## config.mk

```make
export PLATFORM = sky130hd
export DESIGN_NAME = ppi_bus_master_flat
export DESIGN_NICKNAME = d
export VERILOG_FILES = /design/src/rtl/ppi_bus_master_if.sv /design/src/rtl/ppi_bus_master.sv /design/src/flat_wrapper.sv
export SDC_FILE = /design/constraint.sdc
export NUM_CORES = 1
export LEC_CHECK = 0
export BUFFER_PORTS_ARGS = -buffer_cell sky130_fd_sc_hd__clkbuf_2
export CELL_PAD_IN_SITES_DETAIL_PLACEMENT = 1
export CELL_PAD_IN_SITES_GLOBAL_PLACEMENT = 1
export CORE_MARGIN = 8
export CORE_UTILIZATION = 37
export CTS_BUF_LIST = sky130_fd_sc_hd__clkbuf_8
export CTS_CLUSTER_DIAMETER = 150
export DETAILED_ROUTE_END_ITERATION = 7
export PLACE_DENSITY = 0.78
export SLEW_MARGIN = 20
export SYNTH_ARGS = -nofsm -noshare
export SYNTH_HDL_FRONTEND = slang
export SYNTH_SLANG_ARGS = --single-unit
```

## constraint.sdc

```tcl
create_clock -name clk -period 2.1 [get_ports clk]
set_input_delay 0.105 -clock clk [delete_from_list [all_inputs] [get_ports clk]]
set_output_delay 0.105 -clock clk [all_outputs]
set_load 0.01 [all_outputs]
```

## src/rtl/ppi_bus_master_if.sv

```systemverilog
// Host request/response channel and PPI-side bus signals of ppi_bus_master.
// The master modport is the sequencer's view; the slave modport is the host/PPI side.
interface ppi_bus_master_if;
  logic       req_valid;
  logic       req_ready;
  logic       req_write;
  logic [1:0] req_addr;
  logic [7:0] req_wdata;
  logic       rsp_valid;
  logic [7:0] rsp_rdata;
  logic       cs;
  logic       a1;
  logic       a0;
  logic       wrb;
  logic       rdb;
  logic [7:0] data_out;
  logic       data_oe;
  logic [7:0] data_in;

  modport master (
    input  req_valid, req_write, req_addr, req_wdata, data_in,
    output req_ready, rsp_valid, rsp_rdata, cs, a1, a0, wrb, rdb, data_out, data_oe
  );

  modport slave (
    output req_valid, req_write, req_addr, req_wdata, data_in,
    input  req_ready, rsp_valid, rsp_rdata, cs, a1, a0, wrb, rdb, data_out, data_oe
  );
endinterface

```

## src/rtl/ppi_bus_master.sv

```systemverilog
// Host-side sequencer turning single-beat valid/ready requests into timed 8255-style PPI
// bus cycles (setup, strobe, hold) followed by a one-cycle response pulse.
module ppi_bus_master #(
  parameter int unsigned SETUP_CYC  = 1,
  parameter int unsigned STROBE_CYC = 2,
  parameter int unsigned HOLD_CYC   = 1,
  parameter int unsigned CNT_W      = 4
) (
  input logic             clk,
  input logic             reset,
  ppi_bus_master_if.master bus
);

  localparam logic [2:0] StIdle   = 3'd0;
  localparam logic [2:0] StSetup  = 3'd1;
  localparam logic [2:0] StStrobe = 3'd2;
  localparam logic [2:0] StHold   = 3'd3;
  localparam logic [2:0] StResp   = 3'd4;

  localparam logic [CNT_W-1:0] SetupLast  = CNT_W'(SETUP_CYC - 1);
  localparam logic [CNT_W-1:0] StrobeLast = CNT_W'(STROBE_CYC - 1);
  localparam logic [CNT_W-1:0] HoldLast   = CNT_W'(HOLD_CYC - 1);

  logic [2:0]       state_q, state_d;
  logic [CNT_W-1:0] cnt_q, cnt_d;
  logic             wr_q, wr_d;
  logic             cs_q, cs_d;
  logic [1:0]       addr_q, addr_d;
  logic             wrb_q, wrb_d;
  logic             rdb_q, rdb_d;
  logic [7:0]       dout_q, dout_d;
  logic             oe_q, oe_d;
  logic             rsp_valid_q, rsp_valid_d;
  logic [7:0]       rdata_q, rdata_d;

  always_comb begin
    state_d     = state_q;
    cnt_d       = cnt_q;
    wr_d        = wr_q;
    cs_d        = cs_q;
    addr_d      = addr_q;
    wrb_d       = wrb_q;
    rdb_d       = rdb_q;
    dout_d      = dout_q;
    oe_d        = oe_q;
    rsp_valid_d = 1'b0;
    rdata_d     = rdata_q;
    case (state_q)
      StIdle: begin
        if (bus.req_valid) begin
          state_d = StSetup;
          cnt_d   = '0;
          wr_d    = bus.req_write;
          cs_d    = 1'b0;
          addr_d  = bus.req_addr;
          dout_d  = bus.req_wdata;
          oe_d    = bus.req_write;
        end
      end
      StSetup: begin
        if (cnt_q == SetupLast) begin
          state_d = StStrobe;
          cnt_d   = '0;
          wrb_d   = ~wr_q;
          rdb_d   = wr_q;
        end else begin
          cnt_d = cnt_q + 1'b1;
        end
      end
      StStrobe: begin
        if (cnt_q == StrobeLast) begin
          state_d = StHold;
          cnt_d   = '0;
          wrb_d   = 1'b1;
          rdb_d   = 1'b1;
          // Capture on the same edge that releases rdb.
          if (!wr_q) begin
            rdata_d = bus.data_in;
          end
        end else begin
          cnt_d = cnt_q + 1'b1;
        end
      end
      StHold: begin
        if (cnt_q == HoldLast) begin
          state_d     = StResp;
          cnt_d       = '0;
          cs_d        = 1'b1;
          oe_d        = 1'b0;
          rsp_valid_d = 1'b1;
          if (wr_q) begin
            rdata_d = 8'h00;
          end
        end else begin
          cnt_d = cnt_q + 1'b1;
        end
      end
      StResp: begin
        state_d = StIdle;
      end
      default: begin
        state_d = StIdle;
      end
    endcase
  end

  always_ff @(posedge clk) begin
    if (reset) begin
      state_q     <= StIdle;
      cnt_q       <= '0;
      wr_q        <= 1'b0;
      cs_q        <= 1'b1;
      addr_q      <= 2'b00;
      wrb_q       <= 1'b1;
      rdb_q       <= 1'b1;
      dout_q      <= 8'h00;
      oe_q        <= 1'b0;
      rsp_valid_q <= 1'b0;
      rdata_q     <= 8'h00;
    end else begin
      state_q     <= state_d;
      cnt_q       <= cnt_d;
      wr_q        <= wr_d;
      cs_q        <= cs_d;
      addr_q      <= addr_d;
      wrb_q       <= wrb_d;
      rdb_q       <= rdb_d;
      dout_q      <= dout_d;
      oe_q        <= oe_d;
      rsp_valid_q <= rsp_valid_d;
      rdata_q     <= rdata_d;
    end
  end

  assign bus.req_ready = (state_q == StIdle) && !reset;
  assign bus.rsp_valid = rsp_valid_q;
  assign bus.rsp_rdata = rdata_q;
  assign bus.cs        = cs_q;
  assign bus.a1        = addr_q[1];
  assign bus.a0        = addr_q[0];
  assign bus.wrb       = wrb_q;
  assign bus.rdb       = rdb_q;
  assign bus.data_out  = dout_q;
  assign bus.data_oe   = oe_q;

endmodule

```

## src/flat_wrapper.sv

```systemverilog
// flat-port wrapper written by rule: the top's interface ports become plain ports
module ppi_bus_master_flat 
#(
  parameter int unsigned SETUP_CYC  = 1,
  parameter int unsigned STROBE_CYC = 2,
  parameter int unsigned HOLD_CYC   = 1,
  parameter int unsigned CNT_W      = 4
)
  (clk, reset, bus_req_valid, bus_req_write, bus_req_addr, bus_req_wdata, bus_data_in, bus_req_ready, bus_rsp_valid, bus_rsp_rdata, bus_cs, bus_a1, bus_a0, bus_wrb, bus_rdb, bus_data_out, bus_data_oe);
  ppi_bus_master_if bus_i ();
  input logic clk;
  input logic reset;
  input wire logic [$bits(bus_i.req_valid)-1:0] bus_req_valid;
  input wire logic [$bits(bus_i.req_write)-1:0] bus_req_write;
  input wire logic [$bits(bus_i.req_addr)-1:0] bus_req_addr;
  input wire logic [$bits(bus_i.req_wdata)-1:0] bus_req_wdata;
  input wire logic [$bits(bus_i.data_in)-1:0] bus_data_in;
  output wire logic [$bits(bus_i.req_ready)-1:0] bus_req_ready;
  output wire logic [$bits(bus_i.rsp_valid)-1:0] bus_rsp_valid;
  output wire logic [$bits(bus_i.rsp_rdata)-1:0] bus_rsp_rdata;
  output wire logic [$bits(bus_i.cs)-1:0] bus_cs;
  output wire logic [$bits(bus_i.a1)-1:0] bus_a1;
  output wire logic [$bits(bus_i.a0)-1:0] bus_a0;
  output wire logic [$bits(bus_i.wrb)-1:0] bus_wrb;
  output wire logic [$bits(bus_i.rdb)-1:0] bus_rdb;
  output wire logic [$bits(bus_i.data_out)-1:0] bus_data_out;
  output wire logic [$bits(bus_i.data_oe)-1:0] bus_data_oe;
  assign bus_i.req_valid = bus_req_valid;
  assign bus_i.req_write = bus_req_write;
  assign bus_i.req_addr = bus_req_addr;
  assign bus_i.req_wdata = bus_req_wdata;
  assign bus_i.data_in = bus_data_in;
  assign bus_req_ready = bus_i.req_ready;
  assign bus_rsp_valid = bus_i.rsp_valid;
  assign bus_rsp_rdata = bus_i.rsp_rdata;
  assign bus_cs = bus_i.cs;
  assign bus_a1 = bus_i.a1;
  assign bus_a0 = bus_i.a0;
  assign bus_wrb = bus_i.wrb;
  assign bus_rdb = bus_i.rdb;
  assign bus_data_out = bus_i.data_out;
  assign bus_data_oe = bus_i.data_oe;
  ppi_bus_master #(.SETUP_CYC(SETUP_CYC), .STROBE_CYC(STROBE_CYC), .HOLD_CYC(HOLD_CYC), .CNT_W(CNT_W)) u_core (.clk(clk), .reset(reset), .bus(bus_i));
endmodule
```

==> results of run 1 <==
[power by group]
group          internal (uW)  switching, uW  leakage [uW]
Combinational            212            306      0.000400
Clock                    257            209     0.0000470
Sequential               674           91.0      0.000253
[cells by family (layout without fill, tap and decap cells)]
family | after synthesis | after routing | synth area share
flip-flops | 31 | 31 | 0.472
buffers and inverters | 11 | 57 | 0.0381
adder cells (fa/ha/maj) | 3 | 3 | 0.0286
AO/OA/AOI/OAI | 31 | 31 | 0.153
AND/OR/NAND/NOR | 76 | 76 | 0.294
XOR/XNOR | 2 | 2 | 0.0133
[cells in the final DEF, fill, tap and decap left out]
cell / count
sky130_fd_sc_hd__a2111oi_4: 1
sky130_fd_sc_hd__a211oi_1: 1
sky130_fd_sc_hd__a21oi_1: 12
sky130_fd_sc_hd__a22oi_1: 2
sky130_fd_sc_hd__a31oi_1: 2
sky130_fd_sc_hd__and2_1: 2
sky130_fd_sc_hd__buf_4: 2
sky130_fd_sc_hd__clkbuf_2: 45
sky130_fd_sc_hd__clkbuf_8: 6
sky130_fd_sc_hd__clkinv_2: 1
sky130_fd_sc_hd__dfxtp_1: 31
sky130_fd_sc_hd__ha_1: 3
sky130_fd_sc_hd__inv_1: 3
sky130_fd_sc_hd__nand2_1: 24
sky130_fd_sc_hd__nand2b_1: 10
sky130_fd_sc_hd__nand3_1: 11
sky130_fd_sc_hd__nand3b_1: 1
sky130_fd_sc_hd__nand4b_1: 1
sky130_fd_sc_hd__nand4bb_1: 1
sky130_fd_sc_hd__nor2_1: 9
sky130_fd_sc_hd__nor2b_1: 2
sky130_fd_sc_hd__nor3_1: 7
sky130_fd_sc_hd__nor3b_1: 2
sky130_fd_sc_hd__nor4_1: 1
sky130_fd_sc_hd__o21ai_0: 8
sky130_fd_sc_hd__o21bai_1: 3
sky130_fd_sc_hd__o22ai_1: 1
sky130_fd_sc_hd__o32a_1: 1
sky130_fd_sc_hd__or2_2: 3
sky130_fd_sc_hd__or3b_1: 1
sky130_fd_sc_hd__or3b_2: 1
sky130_fd_sc_hd__xnor2_1: 1
sky130_fd_sc_hd__xor2_1: 1
[layer usage]
metal  track usage  routed length (um)
met1         0.154                1580
met2         0.263                1920
met3        0.0434                 281
met4        0.0512                  41
met5             0                   0
[layout make-up]
type	instances	area, um^2
Sequential cell	31	621
Inverter	3	11.3
Multi-Input combinational cell	112	643
Timing Repair Buffer	47	240
Clock buffer	6	82.6
Tap cell	46	57.6
Clock inverter	1	5.00
Fill cell	441	1700
[critical path, cell delays in order, from the launching register on]
cell and delay [ns]:
sky130_fd_sc_hd__dfxtp_1 0.57, sky130_fd_sc_hd__or3b_2 0.52, sky130_fd_sc_hd__o22ai_1 0.42, sky130_fd_sc_hd__nand4b_1 0.16
sky130_fd_sc_hd__a31oi_1 0.19
[metrics by stage]
step	worst slack, ns	area (um^2)	cells	util
6_report	0.166	1660	246	0.494
5_1_grt	0.0580	1660	246	0.494
4_1_cts	0.206	1660	246	0.494
3_5_place_dp	0.241	1570	239	0.468
3_3_place_gp	0.326	1570	239	0.468
2_1_floorplan	0.292	1310	154	-
[flip-flops by register name (all words and copies together) (netlist names)]
| signal | flops |
|---|---|
| u_core.addr_q | 2 |
| u_core.bus.cs | 1 |
| u_core.bus.data_oe | 1 |
| u_core.bus.rsp_valid | 1 |
| u_core.bus.data_out | 8 |
| u_core.bus.rdb | 1 |
| u_core.wr_q | 1 |
| u_core.bus.rsp_rdata | 8 |
| u_core.cnt_q | 4 |
| u_core.bus.wrb | 1 |
| u_core.state_q | 3 |
[path summary, 6_finish.rpt]
kind	startpoint	to	slack, ns	cells after the start
hold reg to reg	u_core.bus.data_out[1]	u_core.bus.data_out[1]	0.46	2
hold / removal	bus_req_wdata[4]	u_core.bus.data_out[4]	0.04	3
setup reg to reg	u_core.state_q[1]	u_core.cnt_q[2]	0.17	4
setup / recovery	u_core.state_q[1]	u_core.cnt_q[2]	0.17	4
==> impl_metrics.csv, run 1 <==
group,metric,value,unit
route,drc_viols,0,
floorplan,design.die.area,0.00571,mm^2
synthesis,synth.yosys.warnings,0,
route,dr.first_iter.drc_count,38,
pwr,static_power_due_to_leakage,0.000699,uW
grt,wire_length_of_the_first_global_routing_pass,6380,um
route,routed-via-count,1256,
clocking,clk_latency,0.28,ns
sta,slew_violations,0,
cells_and_area,n_antenna_cell,0,
clocking,tritoncts.num_buffers,5,
cells_and_area,post_route_cells_drive_above_1_share,0.295,
route,drt-vias-per-instance,5.11,
synthesis,seq_area_frac_synth,0.472,
place,place.detailed.hpwl,2920,um
synthesis,synth_cell_type_count,32,
synthesis,netlist_top_cells_area,"sky130_fd_sc_hd__dfxtp_1 47%, sky130_fd_sc_hd__nand2_1 6.9%, sky130_fd_sc_hd__nand2b_1 4.8%",
sta,hold_violations,0,
grt,grt_antenna_before_repair,0,
clocking,ctsHoldBuffers,0,
floorplan,initial_utilization,0.391,
route,wl_per_cell,15.5,um
route,routed_antenna_nets,0,
setup_path,crit_arrival,2.13,ns
clocking,worst_setup_hold_path_clk_slew,0.07,ns
clocking,clock_tree.buffer_depth,2,
floorplan,core_area,0.00336,mm^2
synthesis,top_cells_by_count_synth,"31 x sky130_fd_sc_hd__dfxtp_1, 24 x sky130_fd_sc_hd__nand2_1, 12 x sky130_fd_sc_hd__a21oi_1",
pwr,pwr_density_cell,1050,mW/mm^2
synthesis,post-synth-top-count-cell,"sky130_fd_sc_hd__dfxtp_1",
cells_and_area,area_growth_syn_to_layout,26.4,%
hold_path,timing.hold.worst.class,"input pin to register",
synthesis,synth_edf_count,0,
clocking,cts.repair.resized,0,
place,final_weighted_congestion_in_routability_driven_placement,0.814,
synthesis,most_instantiated_flip_flop_cell_in_the_synthesis_netlist,"sky130_fd_sc_hd__dfxtp_1",
sta,clock-skew-final,0.00471,ns
synthesis,syn_inst,154,
synthesis,synth.cell_area,0.00131,mm^2
sta,timing.hold.ws,0.0438,ns
setup_path,critical_path.startpoint_type,"register",
setup_path,critical_path_class,"register to register",
synthesis,yosys.area.top_type_share,0.472,
route,detail_route.first_pass.iterations,4,
sta,max_freq,517,MHz
sta,unrepaired_setup_endpoints_after_global_routing,"no",
grt,grt_start_max_net_pins,33,
sta,worst_slew_margin_rel,0.551,
synthesis,synth-async-reset-ratio,0,
floorplan,die_w,75.6,um
run,max_cap_violations,0,
sta,timing.final.crit_period,1.93,ns
floorplan,ioPinCount,46,
sta,fin_tns_setup,0,ns
clocking,tritoncts,"built",
clocking,tritoncts_num_sinks,31,
synthesis,post-synth-top-area-cell,"sky130_fd_sc_hd__dfxtp_1",
synthesis,avgSynthCellArea,8.53,um^2
clocking,post-cts-setup-buffers,0,
sta,tightest_slew,0.670,ns
floorplan,standard_cell_row_count,21,
setup_path,critPathCaptureType,"register",
setup_path,cp_max_fo,10,
grt,grt-ovfl-total,0,
synthesis,syn_nets,179,
clocking,cts_root_buffer,"sky130_fd_sc_hd__clkbuf_8",
floorplan,die-height,75.6,um
setup_path,timing.critical_path.required,2.30,ns
status,status,"completed",
pwr,totalPowerFinal,1750,uW
grt,first_global_vias,1385,
sta,setup_viol,0,
cells_and_area,num-nets-final,225,
clocking,cts_htree_levels,2,
place,placement.io_buffers,45,
synthesis,postSynthRegisterBits,31,
pwr,ir_drop,0.430,mV
route,postRouteWirelength,3820,um
grt,global_route.usage.total,0.145,
sta,fin_crit_sh,0.921,
No activity file was read; power rests on OpenSTA's default activity.
==> run 2, diff against run 1 <==
Settings changed: CORE_UTILIZATION 37 to 33, PLACE_DENSITY 0.78 to 0.74.
Clock period 2.1 ns to 1.71 ns, I/O delays scaled along.
==> run 2 against run 1 <==
Cell count is 4.9% higher. Core utilization is 4.6 points lower. Sequential cell count stayed put. Sequential power is 20% higher. Worst hold slack worse by 0.013 ns. Critical endpoint is now u_core.bus.rsp_rdata[6]. Highest routed layer unchanged.
==> impl_metrics.csv, run 2 (synthesis gave the netlist of run 1 again) <==
group,metric,value,unit
clocking,cts_root_buffer,"sky130_fd_sc_hd__clkbuf_8",
setup_path,largest_stage_delay_on_the_critical_path,0.39,ns
clocking,cts_htree_levels,2,
route,detail_route.first_pass.iterations,4,
sta,timing.final.crit_period,1.71,ns
cells_and_area,filler_cell_count,506,
sta,unrepaired_setup_endpoints_after_global_routing,"yes",
pwr,ir_drop,0.509,mV
pwr,power.net_switching,779,uW
cells_and_area,layout_commonest_cell,"sky130_fd_sc_hd__clkbuf_2",
pwr,pwr-share-seq,0.407,
hold_path,timing.hold.worst.class,"input pin to register",
setup_path,critical_path.startpoint_type,"register",
sta,setup_viol,0,
pwr,static_power_due_to_leakage,0.000752,uW
route,routed-via-count,1281,
cells_and_area,stdcell_count,258,
place,placement.io_buffers,45,
route,dr.first_iter.drc_count,13,
clocking,tritoncts.num_buffers,5,
cells_and_area,final_util,0.447,
setup_path,path_cells,"ha_4 > or3b_4 > a2111oi_4 > buf_6 > nand3_1 > o21ai_1",
clocking,tritoncts,"built",
sta,max_freq,586,MHz
place,dp_cells,248,
clocking,ctsHoldBuffers,0,
cells_and_area,n_antenna_cell,0,
place,place.detailed.hpwl,3070,um
grt,grt-ovfl-total,0,
setup_path,critical_path_class,"register to register",
route,wl_per_cell,15.8,um
sta,worst_slew_margin_rel,0.553,
clocking,clk_latency,0.28,ns
sta,slew_violations,0,
floorplan,design.die.area,0.00626,mm^2
pwr,p_clk_frac,0.251,
route,routed_antenna_nets,0,
route,drc_viols,0,
floorplan,die_w,79.1,um
setup_path,timing.critical_path.required,1.92,ns
cells_and_area,num-nets-final,233,
clocking,clock_tree.buffer_depth,2,
sta,fin_crit_sh,0.997,
grt,use_met1,0.141,
setup_path,critPathSlowestCell,"sky130_fd_sc_hd__dfxtp_4",
floorplan,die-height,79.1,um
setup_path,ff2ff_path_depth,6,
setup_path,crit_arrival,1.91,ns
setup_path,path_delay_family,"simple AND/OR/NAND/NOR gates",
grt,global_route.usage.total,0.133,
cells_and_area,multiInputGateArea,659,um^2
floorplan,core_area,0.00391,mm^2
setup_path,cp_num_cells,6,
pwr,switching_share,0.346,
route,drt-vias-per-instance,4.97,
grt,grt_antenna_before_repair,0,
floorplan,initial_utilization,0.336,
floorplan,ioPinCount,46,
clocking,tritoncts_num_sinks,31,
status,status,"completed",
pwr,pwr_density_cell,1290,mW/mm^2
setup_path,cp_num_buf_inv,1,
sta,hold_violations,0,
grt,wire_length_of_the_first_global_routing_pass,6670,um
grt,global_route.usage.met2,0.239,
grt,globalRoute.busiestLayer,"met2",
sta,clock-skew-final,0.00450,ns
run,max_cap_violations,0,
floorplan,standard_cell_row_count,23,
route,postRouteWirelength,4070,um
pwr,power_internal,1470,uW
grt,use_met3,0.0372,
grt,grt_start_max_net_pins,18,
sta,tightest_slew,0.667,ns
cells_and_area,regArea,626,um^2
pwr,comb_power_share,0.342,
grt,first_global_vias,1407,
hold_path,worstHoldPathCells,3,
setup_path,cp_max_fo,8,
setup_path,critPathCaptureType,"register",
clocking,worst_setup_hold_path_clk_slew,0.06,ns
place,final_weighted_congestion_in_routability_driven_placement,0.714,
cells_and_area,area_growth_syn_to_layout,33.2,%
cells_and_area,mostFrequentLayoutCells,"45 x sky130_fd_sc_hd__clkbuf_2, 29 x sky130_fd_sc_hd__dfxtp_1, 24 x sky130_fd_sc_hd__nand2_1, 12 x sky130_fd_sc_hd__a21oi_1, 11 x sky130_fd_sc_hd__nand3_1",
cells_and_area,post_route_cells_drive_above_1_share,0.351,
run 2: repair_timing:
action	CTS	global route
resized for setup	4	6
buffers inserted	1	1
cloned	1	0
endpoints found under the setup margin	8	19
run 2: power by group through the flow:
stage,registers [uW],logic [uW],clock network [uW]
2_1_floorplan,947,446,0
3_3_place_gp,916,702,0
3_5_place_dp,926,750,0
4_1_cts,915,774,591
5_1_grt,930,858,618
6_report,917,769,566
run 2: per-stage QoR:
stage | total power [uW] | worst slack (ns) | area (um^2) | setup TNS, ns | hold slack (ns)
after global routing | 2410 | -0.0943 | 1750 | -0.511 | 0.0460
after floorplan | 1390 | 0.0114 | 1330 | 0 | 0.216
after global placement | 1620 | 0.0685 | 1630 | 0 | 0.307
after CTS | 2280 | 0.0000309 | 1740 | 0 | 0.0229
after detailed placement | 1680 | -0.0178 | 1630 | -0.0715 | 0.315
final | 2250 | 0.00482 | 1750 | 0 | 0.0305
run 2: worst paths after layout:
check	startpoint	end	slack, ns
max	u_core.cnt_q[0]	u_core.bus.rsp_rdata[6]	0.005
min	bus_req_wdata[4]	u_core.bus.data_out[4]	0.03
max reg2reg	u_core.cnt_q[0]	u_core.bus.rsp_rdata[6]	0.005
min reg2reg	u_core.addr_q[1]	u_core.addr_q[1]	0.46
run 2: layout make-up:
class | count | share of cell area
Tap cell | 50 | 0.0357
Clock buffer | 6 | 0.0472
Timing Repair Buffer | 55 | 0.174
Clock inverter | 1 | 0.00286
Sequential cell | 31 | 0.357
Multi-Input combinational cell | 112 | 0.377
Inverter | 3 | 0.00643
run 2: layer usage:
metal / wire length [um] / part of all wire / up-vias
met5: 0 / 0 / -
met4: 51 / 0.013 / 0
met3: 255 / 0.063 / 7
met2: 2110 / 0.52 / 35
met1: 1660 / 0.41 / 607
li1: - / - / 632
run 2: worst min-delay path: stages:
cell	delay, ns
sky130_fd_sc_hd__clkbuf_2	0.08
sky130_fd_sc_hd__nand2_1	0.04
sky130_fd_sc_hd__a21oi_1	0.05
==> run 3, diff against run 2 <==
Settings changed: PLACE_DENSITY 0.74 to 0.86.
==> run 3 against run 2 <==
First-iteration DRC count up 150%. Clock skew about the same. Power up 0.63%. Sequential share of layout area down 0.19 points. Non-clock buffer count up 1. Via count down 0.78%. Worst hold slack worse by 0.016 ns. Combinational power about the same. Global-route usage down 0.86 points. Critical path type unchanged. Largest power group unchanged.
==> impl_metrics.csv, run 3 (synthesis gave the netlist of run 1 again) <==
group,metric,value,unit
cells_and_area,post_route_cells_drive_above_1_share,0.354,
status,status,"completed",
grt,global_route.usage.total,0.125,
run,max_cap_violations,0,
cells_and_area,layout_commonest_cell,"sky130_fd_sc_hd__clkbuf_2",
pwr,ir_drop,0.631,mV
clocking,cts_root_buffer,"sky130_fd_sc_hd__clkbuf_8",
grt,grt_start_max_net_pins,24,
route,dr.first_iter.drc_count,32,
cells_and_area,mostFrequentLayoutCells,"45 x sky130_fd_sc_hd__clkbuf_2, 29 x sky130_fd_sc_hd__dfxtp_1, 24 x sky130_fd_sc_hd__nand2_1, 12 x sky130_fd_sc_hd__a21oi_1",
setup_path,cp_max_fo,8,
clocking,tritoncts,"built",
route,drc_viols,0,
hold_path,timing.hold.worst.start,"bus_req_addr[1]",
floorplan,die_w,79.1,um
grt,wire_length_of_the_first_global_routing_pass,6130,um
sta,slew_violations,0,
sta,max_freq,595,MHz
setup_path,cp-startpoint,"u_core.cnt_q[1]",
sta,post-route-worst-setup-slack,0.0291,ns
setup_path,largest_stage_delay_on_the_critical_path,0.38,ns
setup_path,critPathCaptureType,"register",
floorplan,die-height,79.1,um
route,wl_per_cell,15.0,um
route,routed-via-count,1271,
clocking,clock_tree.buffer_depth,2,
cells_and_area,n_antenna_cell,0,
pwr,pwr_density_cell,1280,mW/mm^2
setup_path,cp_num_buf_inv,2,
cells_and_area,num-nets-final,234,
route,drt-vias-per-instance,4.91,
setup_path,path_delay_family,"simple AND/OR/NAND/NOR gates",
setup_path,cp_num_cells,7,
place,dp_worst_setup_slack,0.00968,ns
setup_path,path_cells,"inv_4 > ha_4 > or3b_4 > a2111oi_4 > buf_4 > nand3_1 > o21ai_1",
clocking,ctsHoldBuffers,0,
route,detail_route.first_pass.iterations,4,
place,placement.io_buffers,45,
clocking,worst_setup_hold_path_clk_slew,0.06,ns
grt,first_global_vias,1263,
floorplan,initial_utilization,0.336,
setup_path,critical_path.startpoint_type,"register",
clocking,tritoncts_num_sinks,31,
place,final_weighted_congestion_in_routability_driven_placement,0.832,
floorplan,ioPinCount,46,
route,routed_antenna_nets,0,
floorplan,design.die.area,0.00626,mm^2
setup_path,critical_path_class,"register to register",
setup_path,critPathSlowestCell,"sky130_fd_sc_hd__or3b_4",
sta,unrepaired_setup_endpoints_after_global_routing,"yes",
place,dpl_cell_area,0.00165,mm^2
pwr,static_power_due_to_leakage,0.000757,uW
cells_and_area,area_growth_syn_to_layout,34.5,%
sta,fin_tns_setup,0,ns
setup_path,reg2reg_from,"u_core.cnt_q[1]",
sta,worst_slew_margin_rel,0.703,
grt,grt_antenna_before_repair,0,
sta,hold_violations,0,
sta,timing.hold.ws,0.0146,ns
cells_and_area,filler_cell_count,507,
setup_path,ff2ff_path_depth,7,
floorplan,standard_cell_row_count,23,
pwr,totalPowerFinal,2270,uW
cells_and_area,final_cell_area,0.00177,mm^2
grt,grt-ovfl-total,0,
hold_path,timing.hold.worst.class,"input pin to register",
setup_path,rr_endpoint,"u_core.bus.rsp_rdata[0]",
clocking,clk_latency,0.29,ns
place,place.detailed.hpwl,2830,um
route,postRouteWirelength,3880,um
clocking,tritoncts.num_buffers,5,
clocking,cts_htree_levels,2,
sta,timing.final.crit_period,1.68,ns
setup_path,worstSetupEndpoint,"u_core.bus.rsp_rdata[0]",
sta,clock-skew-final,0.00467,ns
sta,fin_crit_sh,0.983,
setup_path,timing.critical_path.required,1.93,ns
floorplan,core_area,0.00391,mm^2
setup_path,crit_arrival,1.90,ns
sta,setup_viol,0,
setup_path,rrSetupSlack,0.03,ns
sta,tightest_slew,0.445,ns
run 3: changes by cell type in the layout (fill, tap and decap cells not counted):
| cell | before | now |
|---|---|---|
| sky130_fd_sc_hd__inv_4 | 0 | 1 |
| sky130_fd_sc_hd__and2_2 | 1 | 0 |
| sky130_fd_sc_hd__o21ai_0 | 0 | 1 |
| sky130_fd_sc_hd__nand3_2 | 0 | 1 |
| sky130_fd_sc_hd__inv_2 | 1 | 0 |
| sky130_fd_sc_hd__o21ai_1 | 8 | 7 |
| sky130_fd_sc_hd__buf_4 | 9 | 10 |
| sky130_fd_sc_hd__and2_1 | 1 | 2 |
| sky130_fd_sc_hd__nand3_1 | 11 | 10 |
| sky130_fd_sc_hd__dfxtp_2 | 1 | 0 |
| sky130_fd_sc_hd__dfxtp_4 | 1 | 2 |
run 3: what timing repair did:
| action | 4_1_cts | 5_1_grt |
|---|---|---|
| cloned | 0 | 1 |
| buffers inserted | 0 | 1 |
| pin swaps | 0 | 0 |
| setup endpoints to repair | 1 | 8 |
| gates resized for setup | 1 | 11 |
run 3: tightest hold or removal path: stages:
cell	delay, ns
sky130_fd_sc_hd__clkbuf_2	0.08
sky130_fd_sc_hd__nand2_1	0.04
sky130_fd_sc_hd__a21oi_1	0.05
run 3: report_power, final:
| part | internal, uW | switching (uW) |
|---|---|---|
| sequential | 834 | 75.8 |
| clock | 315 | 271 |
| combinational | 334 | 437 |
run 3: per-stage QoR:
stage | cells | utilization
after floorplan | 154 | -
after global placement | 250 | 0.421
after detailed placement | 250 | 0.421
after CTS | 257 | 0.444
after global routing | 259 | 0.451
final | 259 | 0.451
run 3: per-layer routing:
metal  up-vias  global-route usage  wire, um
li1        632                   -         -
met1       603               0.143      1670
met2        31               0.200      1920
met3         5              0.0451       204
met4         0              0.0630        84
met5         -                   0         0
run 3: how the worst min path moves through the flow:
| stage | end | slack [ns] | cells past startpoint |
|---|---|---|---|
| floorplan | u_core.bus.rsp_rdata[2] | 0.22 | 2 |
| global placement | u_core.bus.rsp_rdata[2] | 0.31 | 3 |
| detailed placement | u_core.addr_q[1] | 0.32 | 3 |
| CTS | u_core.addr_q[1] | 0.01 | 3 |
| global route | u_core.bus.data_out[5] | 0.02 | 3 |
| finish | u_core.addr_q[1] | 0.01 | 3 |
run 3: area by class of cell:
| type | count | area [um^2] | area share |
|---|---|---|---|
| clock buffers | 6 | 82.6 | 0.0467 |
| clock inverters | 1 | 5.00 | 0.00283 |
| inverters | 3 | 13.8 | 0.00779 |
| multi-input cells | 112 | 663 | 0.375 |
| flip-flops and latches | 31 | 628 | 0.356 |
| well taps | 50 | 62.6 | 0.0354 |
| repair buffers | 56 | 312 | 0.176 |
